File: src/rtl/cache_miss_ctrl.sv
// rtl/cache_miss_ctrl.sv - I/D-cache miss controller: arbitration, dirty writeback, line refill
//
// Ports:
//   clk, rst                  clock, synchronous active-high reset
//   i_miss, i_addr            I-cache miss request and fetch word address
//   d_miss, d_addr, d_dirty   D-cache miss request, data word address, victim dirty flag
//   d_victim_addr/line        dirty victim line address and data
//   mem_rdata, mem_rdy        memory read line and op-complete pulse
//   mem_addr, mem_re, mem_we  registered memory request
//   mem_wdata                 registered writeback data
//   fill_line, i/d_fill_we    refill data and per-cache write strobes
//   busy                      controller not idle (pipeline stall)
//   miss_cnt, wb_cnt          saturating refill / writeback counters
module cache_miss_ctrl #(
    parameter int ADDR_W = 16,
    parameter int LINE_W = 64,
    parameter int CNT_W  = 16
) (
    input  logic                clk,
    input  logic                rst,
    input  logic                i_miss,
    input  logic [ADDR_W-1:0]   i_addr,
    input  logic                d_miss,
    input  logic [ADDR_W-1:0]   d_addr,
    input  logic                d_dirty,
    input  logic [ADDR_W-3:0]   d_victim_addr,
    input  logic [LINE_W-1:0]   d_victim_line,
    input  logic [LINE_W-1:0]   mem_rdata,
    input  logic                mem_rdy,
    output logic [ADDR_W-3:0]   mem_addr,
    output logic                mem_re,
    output logic                mem_we,
    output logic [LINE_W-1:0]   mem_wdata,
    output logic [LINE_W-1:0]   fill_line,
    output logic                i_fill_we,
    output logic                d_fill_we,
    output logic                busy,
    output logic [CNT_W-1:0]    miss_cnt,
    output logic [CNT_W-1:0]    wb_cnt
);
    typedef enum logic [1:0] {S_IDLE, S_WB, S_RD, S_FILL} state_t;

    localparam logic [CNT_W-1:0] CNT_MAX = {CNT_W{1'b1}};
    localparam logic [CNT_W-1:0] CNT_ONE = {{(CNT_W-1){1'b0}}, 1'b1};

    state_t              state_q, state_d;
    logic                owner_d_q, owner_d_d;   // 1: D-cache owns the refill, 0: I-cache
    logic [ADDR_W-3:0]   line_addr_q, line_addr_d;
    logic [ADDR_W-3:0]   mem_addr_q, mem_addr_d;
    logic [LINE_W-1:0]   mem_wdata_q, mem_wdata_d;
    logic                mem_re_q, mem_re_d;
    logic                mem_we_q, mem_we_d;
    logic [LINE_W-1:0]   fill_line_q, fill_line_d;
    logic                i_fill_we_q, i_fill_we_d;
    logic                d_fill_we_q, d_fill_we_d;
    logic [CNT_W-1:0]    miss_cnt_q, miss_cnt_d;
    logic [CNT_W-1:0]    wb_cnt_q, wb_cnt_d;

    // Word-offset bits select a word inside the line; the controller only moves whole lines.
    logic unused_addr_bits;
    assign unused_addr_bits = ^{i_addr[1:0], d_addr[1:0]};

    always_comb begin
        state_d     = state_q;
        owner_d_d   = owner_d_q;
        line_addr_d = line_addr_q;
        mem_addr_d  = mem_addr_q;
        mem_wdata_d = mem_wdata_q;
        mem_re_d    = mem_re_q;
        mem_we_d    = mem_we_q;
        fill_line_d = fill_line_q;
        i_fill_we_d = 1'b0;
        d_fill_we_d = 1'b0;
        miss_cnt_d  = miss_cnt_q;
        wb_cnt_d    = wb_cnt_q;

        case (state_q)
            S_IDLE: begin
                // D wins ties; I cannot starve since D cannot re-miss until the pipeline advances.
                if (d_miss) begin
                    owner_d_d   = 1'b1;
                    line_addr_d = d_addr[ADDR_W-1:2];
                    if (d_dirty) begin
                        state_d     = S_WB;
                        mem_we_d    = 1'b1;
                        mem_addr_d  = d_victim_addr;
                        mem_wdata_d = d_victim_line;
                    end else begin
                        state_d    = S_RD;
                        mem_re_d   = 1'b1;
                        mem_addr_d = d_addr[ADDR_W-1:2];
                    end
                end else if (i_miss) begin
                    owner_d_d   = 1'b0;
                    line_addr_d = i_addr[ADDR_W-1:2];
                    state_d     = S_RD;
                    mem_re_d    = 1'b1;
                    mem_addr_d  = i_addr[ADDR_W-1:2];
                end
            end
            S_WB: begin
                if (mem_rdy) begin
                    state_d    = S_RD;
                    mem_we_d   = 1'b0;
                    mem_re_d   = 1'b1;
                    mem_addr_d = line_addr_q;
                    if (wb_cnt_q != CNT_MAX) wb_cnt_d = wb_cnt_q + CNT_ONE;
                end
            end
            S_RD: begin
                if (mem_rdy) begin
                    state_d     = S_FILL;
                    mem_re_d    = 1'b0;
                    fill_line_d = mem_rdata;
                    d_fill_we_d = owner_d_q;
                    i_fill_we_d = ~owner_d_q;
                end
            end
            S_FILL: begin
                state_d = S_IDLE;
                if (miss_cnt_q != CNT_MAX) miss_cnt_d = miss_cnt_q + CNT_ONE;
            end
            default: begin
                state_d  = S_IDLE;
                mem_re_d = 1'b0;
                mem_we_d = 1'b0;
            end
        endcase
    end

    always_ff @(posedge clk) begin
        if (rst) begin
            state_q     <= S_IDLE;
            owner_d_q   <= 1'b1;
            line_addr_q <= '0;
            mem_addr_q  <= '0;
            mem_wdata_q <= '0;
            mem_re_q    <= 1'b0;
            mem_we_q    <= 1'b0;
            fill_line_q <= '0;
            i_fill_we_q <= 1'b0;
            d_fill_we_q <= 1'b0;
            miss_cnt_q  <= '0;
            wb_cnt_q    <= '0;
        end else begin
            state_q     <= state_d;
            owner_d_q   <= owner_d_d;
            line_addr_q <= line_addr_d;
            mem_addr_q  <= mem_addr_d;
            mem_wdata_q <= mem_wdata_d;
            mem_re_q    <= mem_re_d;
            mem_we_q    <= mem_we_d;
            fill_line_q <= fill_line_d;
            i_fill_we_q <= i_fill_we_d;
            d_fill_we_q <= d_fill_we_d;
            miss_cnt_q  <= miss_cnt_d;
            wb_cnt_q    <= wb_cnt_d;
        end
    end

    assign mem_addr  = mem_addr_q;
    assign mem_re    = mem_re_q;
    assign mem_we    = mem_we_q;
    assign mem_wdata = mem_wdata_q;
    assign fill_line = fill_line_q;
    assign i_fill_we = i_fill_we_q;
    assign d_fill_we = d_fill_we_q;
    assign busy      = (state_q != S_IDLE);
    assign miss_cnt  = miss_cnt_q;
    assign wb_cnt    = wb_cnt_q;
endmodule

File: config.mk
export PLATFORM = sky130hd
export DESIGN_NAME = cache_miss_ctrl
export DESIGN_NICKNAME = d
export VERILOG_FILES = /design/src/rtl/cache_miss_ctrl.sv
export SDC_FILE = /design/constraint.sdc
export NUM_CORES = 1
export LEC_CHECK = 0
export ABC_AREA = 1
export CAP_MARGIN = 20
export CORE_MARGIN = 2
export CORE_UTILIZATION = 42
export DETAILED_ROUTE_END_ITERATION = 6
export PLACE_DENSITY = 0.81
export SLEW_MARGIN = 40
export SYNTH_ARGS = -nofsm -noshare
export SYNTH_HDL_FRONTEND = slang
export SYNTH_SLANG_ARGS = --single-unit
File: constraint.sdc
create_clock -name clk -period 2.1 [get_ports clk]
set_clock_uncertainty 0.1 [all_clocks]
set_input_delay 0.42 -clock clk [delete_from_list [all_inputs] [get_ports clk]]
set_output_delay 0.42 -clock clk [all_outputs]
set_load 0.01 [all_outputs]
# After elaboration in Yosys (flattened, before gate mapping)
# Cells that the tools add are included.
[word_totals]
ff_bits = 195
out_inout_bits = 179
word_cells = 66
[classes]
n_addsub = 2
eq_ne = 11
mux = 23
bitwise_logic = 3
reduce_logical = 15
[op_table]
columns = ["operator", "count"]
rows = [
  ["14-bit 2-to-1 mux", 5],
  ["16-bit by 1-bit adder with 16-bit output (second input constant)", 2],
  ["16-bit inequality test (second input constant)", 2],
  ["14-bit case mux with 2 select lines", 1],
  ["3-bit AND reduction", 4],
  ["2-bit 2-to-1 mux", 5],
  ["1-bit 2-to-1 mux", 9],
  ["2-bit inequality test (second input constant)", 4],
  ["2-bit case mux with 4 select lines", 1],
  ["3-bit inequality test (second input constant)", 2],
  ["2-bit AND reduction", 3],
  ["2-bit nonzero test", 3],
  ["5-bit AND reduction", 1],
  ["2-bit == test (second input constant)", 2],
  ["4-bit AND reduction", 1],
  ["1-bit inverter", 3],
  ["1-bit case mux with 3 select lines", 1],
  ["3-bit nonzero test", 1],
  ["3-bit OR reduction", 1],
  ["2-bit by 1-bit == test with 1-bit output (second input constant)", 1],
  ["2-bit logical NOT", 1],
  ["1-bit case mux with 2 select lines", 1],
]

# Depth between registers and ports, before layout
# Gate-level depths: netlist (run 1).
[depth]
word_depth = 3
mapped_depth = 11

# Worst setup path before layout (run 1)
# OpenSTA, ideal clock, no wires.
[synth_timing]
path_type = "reg2reg"
start = "reg state_q[1]"
end = "reg mem_re_q, in the netlist mem_re"
arrival_ns = 1.377
required_ns = 1.887
setup_slack_ns = 0.510
path_stages_with_launch = 10
path_buffers = 1
path_cell_list = "dfxtp_1 inv_1 ha_1 buf_4 o21ai_0 nand2_1 nor3_1 nand2_1 nand2_1 nor2_1"
[synth_via]
elab_chain_cells = 3
[synth_rtl]
columns = ["element", "line", "text"]
rows = [
  ["from (decl)", "46", "state_t state_q, state_d;"],
  ["from (signal assigned)", "146", "state_q <= state_d;"],
  ["2-bit by 1-bit == test with 1-bit output, or another cell as far along", "77", "case (state_q)"],
  ["2-bit inequality test (no line), or another cell as far along", "n/a", ""],
  ["5-bit AND reduction (no line)", "n/a", ""],
  ["to (signal assigned)", "151", "mem_re_q <= mem_re_d;"],
  ["to (decl)", "51", "logic mem_re_q, mem_re_d;"],
]
# Several ways; a longest one is shown, not always the timed one.
# A chain may end at the register's enable or synchronous reset.

# Final worst setup path (run 1)
[layout_timing]
start = "reg miss_cnt_q[2], in the netlist miss_cnt[2]"
end = "out miss_cnt[2]"
[layout_lines]
columns = ["element", "line", "text"]
rows = [
  ["from (decl)", "56", "logic [CNT_W-1:0] miss_cnt_q, miss_cnt_d;"],
  ["from (signal assigned)", "156", "miss_cnt_q <= miss_cnt_d;"],
  ["to (decl)", "38", "output logic [CNT_W-1:0] miss_cnt,"],
]
# No word-level cell between the ends.

==> results.py, run 1 <==
metrics = {
    "power": {
        "swShare": 0.347,
        "p_comb_frac": 0.369,
        "clockPowerShare": 0.253,
        "powerDensity_mw_per_mm2": 1050,
        "power.internal_mw": 8.52,
        "sequentialPowerShare": 0.378,
        "power_switching_mw": 4.52,
        "p_leak_nw": 5.06,
        "vdd_drop_max_mv": 0.600,
    },
    "sta": {
        "slew_violations": 0,
        "rsz0062_at_grt": "no",
        "tightestPinTransition_ns": 0.424,
        "setup_viol": 0,
        "hold_viol": 0,
        "setup_tns_ns": 0,
        "whs_ns": 0.364,
        "finalCritPeriodShare": 0.957,
        "relSlewSlack": 0.716,
        "max_freq_ghz": 0.498,
        "period_needed_ns": 2.01,
    },
    "floorplan": {
        "coreArea_mm2": 0.0187,
        "dieHeight_um": 142,
        "start_util": 0.429,
        "dieArea_mm2": 0.0202,
        "io_pins": 359,
        "placementRows": 50,
        "die_w_um": 142,
    },
    "cells_and_area": {
        "synthToLayoutAreaGrowth_pct": 55.4,
        "n_fill_cell": 1561,
        "diodes": 0,
        "drive_above_1_share": 0.0601,
        "nets": 1654,
        "finalNonFillerCells": 1714,
    },
    "worst_setup_path": {
        "r2r_setup_slack_ns": 0.22,
        "cp.arrival_ns": 1.49,
        "crit_path_end_kind": "output pin",
        "r2r_cells": 9,
        "r2r_end": "mem_addr[1]",
        "crit_fanout": 8,
        "criticalPathCategory": "flop to output pin",
        "r2r_start": "state_q[1]",
        "path_cells": "clkdlybuf4s50_1",
        "crit_path_max_incr_delay_ns": 0.59,
        "critPathTopFamily": "buffers and inverters",
        "critical_path_depth": 1,
        "path_buf_inv": 1,
        "slowest_stage": "clkdlybuf4s50_1",
        "setup.worst_path.start_class": "flop",
        "worstPathRequired_ns": 1.58,
    },
    "drt": {
        "wl_per_cell_um": 15.7,
        "drtIter0Drc": 534,
        "via_per_inst": 5.03,
        "drcViolationCount": 0,
        "antenna_left": 0,
        "vias": 8616,
        "first_pass_iters": 6,
        "postRouteWirelength_um": 26900,
    },
    "global_routing": {
        "grt_max_degree": 58,
        "grt_overflow": 0,
        "grt_first_pass_wirelength_um": 41600,
        "grtUsageTotal": 0.260,
        "antenna_found_initial": 0,
        "grt_pass1_vias": 8190,
    },
    "hold_path": {
        "hold_depth": 2,
        "hold_class": "flop to flop",
        "hold_start": "mem_we",
        "min_to": "mem_we",
    },
    "clock_tree": {
        "cts_tree": "done",
        "root_buffer": "clkbuf_16",
        "clock_latency_ns": 0.43,
        "cts_sinks": 195,
        "clk_pin_slew_ns": 0.07,
        "cts_max_path_buffers": 2,
        "cts_hold_buf": 0,
        "htreeDepth": 4,
        "cts_made_buffers": 17,
    },
    "placement": {
        "placedCellCount": 1681,
        "place.gp.congestion": 0.904,
        "dp.final_hpwl_um": 19600,
        "placement.io_buffers": 354,
    },
    "yosys": {
        "synth.avg_cell_area_um2": 7.11,
        "synth_top_cell_by_area": "dfxtp_1",
        "syn_inst": 1128,
        "synth.yosys.seq_area_share": 0.487,
        "async_reset_ff_frac": 0,
        "yosysUniqueCellTypes": 30,
        "synth_edf_count": 0,
        "synth_top_flop_cell": "dfxtp_1",
        "syn_area_mm2": 0.00802,
        "synthDominantCellAreaShare": 0.487,
        "ys_seq_elements": 195,
        "synthTopCellsByArea": "dfxtp_1 49%, nor2_1 15%, o21ai_0 10%",
        "ys.warnings.count": 0,
        "syn_nets": 1315,
        "yosys.cell_count.top_type": "nor2_1",
        "yosys-top-cells-count": "326 x nor2_1, 195 x dfxtp_1, 168 x o21ai_0, 167 x nand2_1, 51 x a21oi_1",
    },
    "run": {
        "drv_cap": 0,
    },
    "status": {
        "status": "complete, no violations",
    },
}
[cell families after synthesis]
family          Yosys count  share of synthesized area
compound gates          242                      0.154
xor+xnor                  1                    0.00109
fa+ha+maj                 7                     0.0109
flops                   195                      0.487
simple gates            565                      0.283
buf+inv                 118                     0.0638
[flip-flops by register name (all words and copies together), names as in the netlist]
| name | cells |
|---|---|
| d_fill_we | 1 |
| fill_line | 64 |
| i_fill_we | 1 |
| line_addr_q | 14 |
| mem_addr | 14 |
| mem_re | 1 |
| mem_wdata | 64 |
| mem_we | 1 |
| miss_cnt | 16 |
| owner_d_q | 1 |
| state_q | 2 |
| wb_cnt | 16 |
[placed cells by master (no fill, tap or decap), types with 4 or more instances in the layout]
| cell type | instances |
|---|---|
| clkdlybuf4s50_1 | 353 |
| nor2_1 | 326 |
| dfxtp_1 | 193 |
| o21ai_0 | 168 |
| nand2_1 | 166 |
| a21oi_1 | 51 |
| inv_1 | 47 |
| nand3_1 | 46 |
| buf_4 | 22 |
| clkbuf_16 | 17 |
| a31oi_1 | 14 |
| o21ai_1 | 8 |
| buf_12 | 7 |
| inv_2 | 6 |
| nand2_2 | 6 |
| ha_1 | 6 |
| nor2_2 | 5 |
| nor2_4 | 4 |
| nand4_1 | 4 |
| inv_8 | 4 |
[worst max-delay path by stage]
stage / start / endpoint / slack [ns]
floorplan: state_q[1] / mem_re / 0.51
global placement: mem_rdy / fill_line[8] / 0.11
detailed placement: mem_rdy / fill_line[13] / 0.07
CTS: wb_cnt[2] / wb_cnt[2] / 0.08
global route: miss_cnt[2] / miss_cnt[2] / 0.01
finish: miss_cnt[2] / miss_cnt[2] / 0.09
[layer usage]
layer | vias up | GRT usage | wire, um
met5 | - | 0 | 0
met3 | 58 | 0.0649 | 1850
li1 | 4309 | - | -
met2 | 309 | 0.439 | 13200
met1 | 3940 | 0.318 | 11000
met4 | 0 | 0.107 | 887
[layout make-up]
| cell class | count | area (um^2) | share of cell area |
|---|---|---|---|
| Timing Repair Buffer | 383 | 3850 | 0.309 |
| Clock inverter | 14 | 168 | 0.0135 |
| Inverter | 55 | 209 | 0.0168 |
| Sequential cell | 195 | 3910 | 0.314 |
| Multi-Input combinational cell | 815 | 3610 | 0.289 |
| Clock buffer | 18 | 429 | 0.0344 |
| Tap cell | 234 | 293 | 0.0235 |
[power by group through the flow]
| stage | clock (mW) | sequential (mW) | combinational (mW) |
|---|---|---|---|
| after floorplan | 0 | 5.25 | 2.01 |
| after global placement | 0 | 4.96 | 4.66 |
| after detailed placement | 0 | 4.99 | 4.74 |
| after CTS | 3.36 | 4.93 | 4.80 |
| after global routing | 3.51 | 5.02 | 5.24 |
| final | 3.30 | 4.93 | 4.81 |
[stage by stage]
| step | total power, mW | utilization | instance area, um^2 | worst slack, ns |
|---|---|---|---|---|
| finish | 13.0 | 0.666 | 12500 | 0.0913 |
| global placement | 9.61 | 0.634 | 11900 | 0.111 |
| floorplan | 7.27 | - | 8020 | 0.510 |
| CTS | 13.1 | 0.666 | 12500 | 0.0780 |
| detailed placement | 9.74 | 0.634 | 11900 | 0.0690 |
| global route | 13.8 | 0.666 | 12500 | 0.0146 |
[timing repair]
action	CTS	global route
setup endpoints to repair	1	0
setup buffers	1	0
gates resized for setup	4	0
No activity file was read; power rests on OpenSTA's default activity.
==> run 2, diff against run 1 <==
- CAP_MARGIN: 20 -> unset
- REMOVE_ABC_BUFFERS: unset -> 1
==> results.py, run 2 (synthesis results as in run 1) <==
metrics = {
    "status": {
        "status": "complete, no violations",
    },
    "global_routing": {
        "grt_pass1_vias": 8152,
        "grt_overflow": 0,
        "antenna_found_initial": 1,
        "grt_first_pass_wirelength_um": 39800,
        "grt_max_degree": 65,
        "grtUsageTotal": 0.243,
    },
    "drt": {
        "wl_per_cell_um": 14.5,
        "top_layer": "met4",
        "vias": 8527,
        "wl_met1_um": 9830,
        "via_per_inst": 4.97,
        "wl_met2_um": 12100,
        "drcViolationCount": 0,
        "wl_met3_um": 2360,
        "drtIter0Drc": 372,
        "first_pass_iters": 5,
        "postRouteWirelength_um": 24900,
        "antenna_left": 0,
    },
    "cells_and_area": {
        "layout_commonest_cell": "clkdlybuf4s50_1",
        "final_area_mm2": 0.0125,
        "layout_common_cells": "352 x clkdlybuf4s50_1, 326 x nor2_1, 195 x dfxtp_1, 168 x o21ai_0, 166 x nand2_1",
        "nets": 1654,
        "synthToLayoutAreaGrowth_pct": 56.1,
        "drive_above_1_share": 0.0601,
    },
    "floorplan": {
        "coreArea_mm2": 0.0187,
        "dieArea_mm2": 0.0202,
        "die_w_um": 142,
        "dieHeight_um": 142,
        "placementRows": 50,
        "io_pins": 359,
        "start_util": 0.429,
    },
    "clock_tree": {
        "cts_tree": "done",
        "cts_made_buffers": 17,
        "htreeDepth": 4,
        "cts_sinks": 195,
        "clock_latency_ns": 0.43,
        "cts_max_path_buffers": 2,
        "clk_pin_slew_ns": 0.07,
        "root_buffer": "clkbuf_16",
    },
    "sta": {
        "hold_viol": 0,
        "period_needed_ns": 2.02,
        "tightestPinTransition_ns": 0.430,
        "setup_tns_ns": 0,
        "slew_violations": 0,
        "max_freq_ghz": 0.494,
        "relSlewSlack": 0.713,
        "setup_viol": 0,
        "finalCritPeriodShare": 0.963,
        "rsz0062_at_grt": "no",
    },
    "placement": {
        "placement.io_buffers": 354,
        "place_area_mm2": 0.0119,
        "dp.final_hpwl_um": 17900,
        "place.gp.congestion": 0.844,
    },
    "worst_setup_path": {
        "critPathTopFamily": "buffers and inverters",
        "slowest_stage": "clkdlybuf4s50_1",
        "path_buf_inv": 1,
        "crit_fanout": 6,
        "crit_path_end_kind": "output pin",
        "setup.worst_path.start_class": "flop",
        "criticalPathCategory": "flop to output pin",
        "path_cells": "clkdlybuf4s50_1",
        "worstPathRequired_ns": 1.58,
        "cp.arrival_ns": 1.50,
        "crit_path_max_incr_delay_ns": 0.61,
    },
    "power": {
        "power_switching_mw": 4.44,
        "power_mw": 12.9,
        "power.internal_mw": 8.49,
        "vdd_drop_max_mv": 0.597,
        "clockPowerShare": 0.253,
        "swShare": 0.343,
        "sequentialPowerShare": 0.378,
        "p_comb_frac": 0.369,
        "p_leak_nw": 5.10,
        "powerDensity_mw_per_mm2": 1030,
    },
    "hold_path": {
        "hold_class": "flop to flop",
    },
    "run": {
        "drv_cap": 0,
    },
}
run 2: path summary, 6_finish.rpt:
kind | startpoint | to | slack (ns) | depth (start not counted)
worst max register to register | state_q[0] | mem_wdata[3] | 0.18 | 9
worst max-delay path | miss_cnt[12] | miss_cnt[12] | 0.08 | 1
worst min-delay path | owner_d_q | i_fill_we | 0.36 | 1
worst min register to register | owner_d_q | i_fill_we | 0.36 | 1
run 2: worst register-to-register path, cell delays in order (launching register included):
cell and delay, ns:
dfxtp_1 0.34, inv_1 0.12, ha_1 0.24, inv_2 0.06, buf_4 0.15, nor2_4 0.18
inv_2 0.21, buf_12 0.22, nor2_1 0.12, nor2_1 0.06
run 2: layer usage:
metal | GRT usage | vias to the layer above
met5 | 0 | -
met4 | 0.0800 | 0
met3 | 0.0855 | 36
met2 | 0.426 | 328
met1 | 0.276 | 3857
li1 | - | 4306
run 2: cell type report:
type | instances | area [um^2]
Antenna cell | 1 | 2.50
Clock buffer | 18 | 439
Clock inverter | 14 | 158
Fill cell | 1577 | 6190
Inverter | 55 | 209
Multi-Input combinational cell | 815 | 3610
Sequential cell | 195 | 3900
Tap cell | 234 | 293
Timing Repair Buffer | 383 | 3900
run 2: metrics by stage:
step / cells / utilization / setup slack, ns / hold slack [ns]
finish: 1715 / 0.669 / 0.0773 / 0.357
global route: 1715 / 0.669 / 0.00472 / 0.380
CTS: 1714 / 0.669 / 0.0443 / 0.341
detailed placement: 1681 / 0.636 / -0.0102 / 0.327
global placement: 1681 / 0.636 / 0.0508 / 0.329
floorplan: 1065 / - / -0.430 / 0.312
run 2: power groups by stage:
stage / registers (mW) / clock network [mW] / logic [mW]
after floorplan: 5.25 / 0 / 1.82
after detailed placement: 4.97 / 0 / 4.76
final: 4.89 / 3.27 / 4.77
after CTS: 4.89 / 3.34 / 4.81
after global placement: 4.94 / 0 / 4.68
after global routing: 4.98 / 3.48 / 5.27
run 2: repair_timing:
action                                  CTS  global route
resized for setup                         3             1
hold buffers                              0             0
buffers inserted                          1             0
endpoints found under the setup margin    1             1
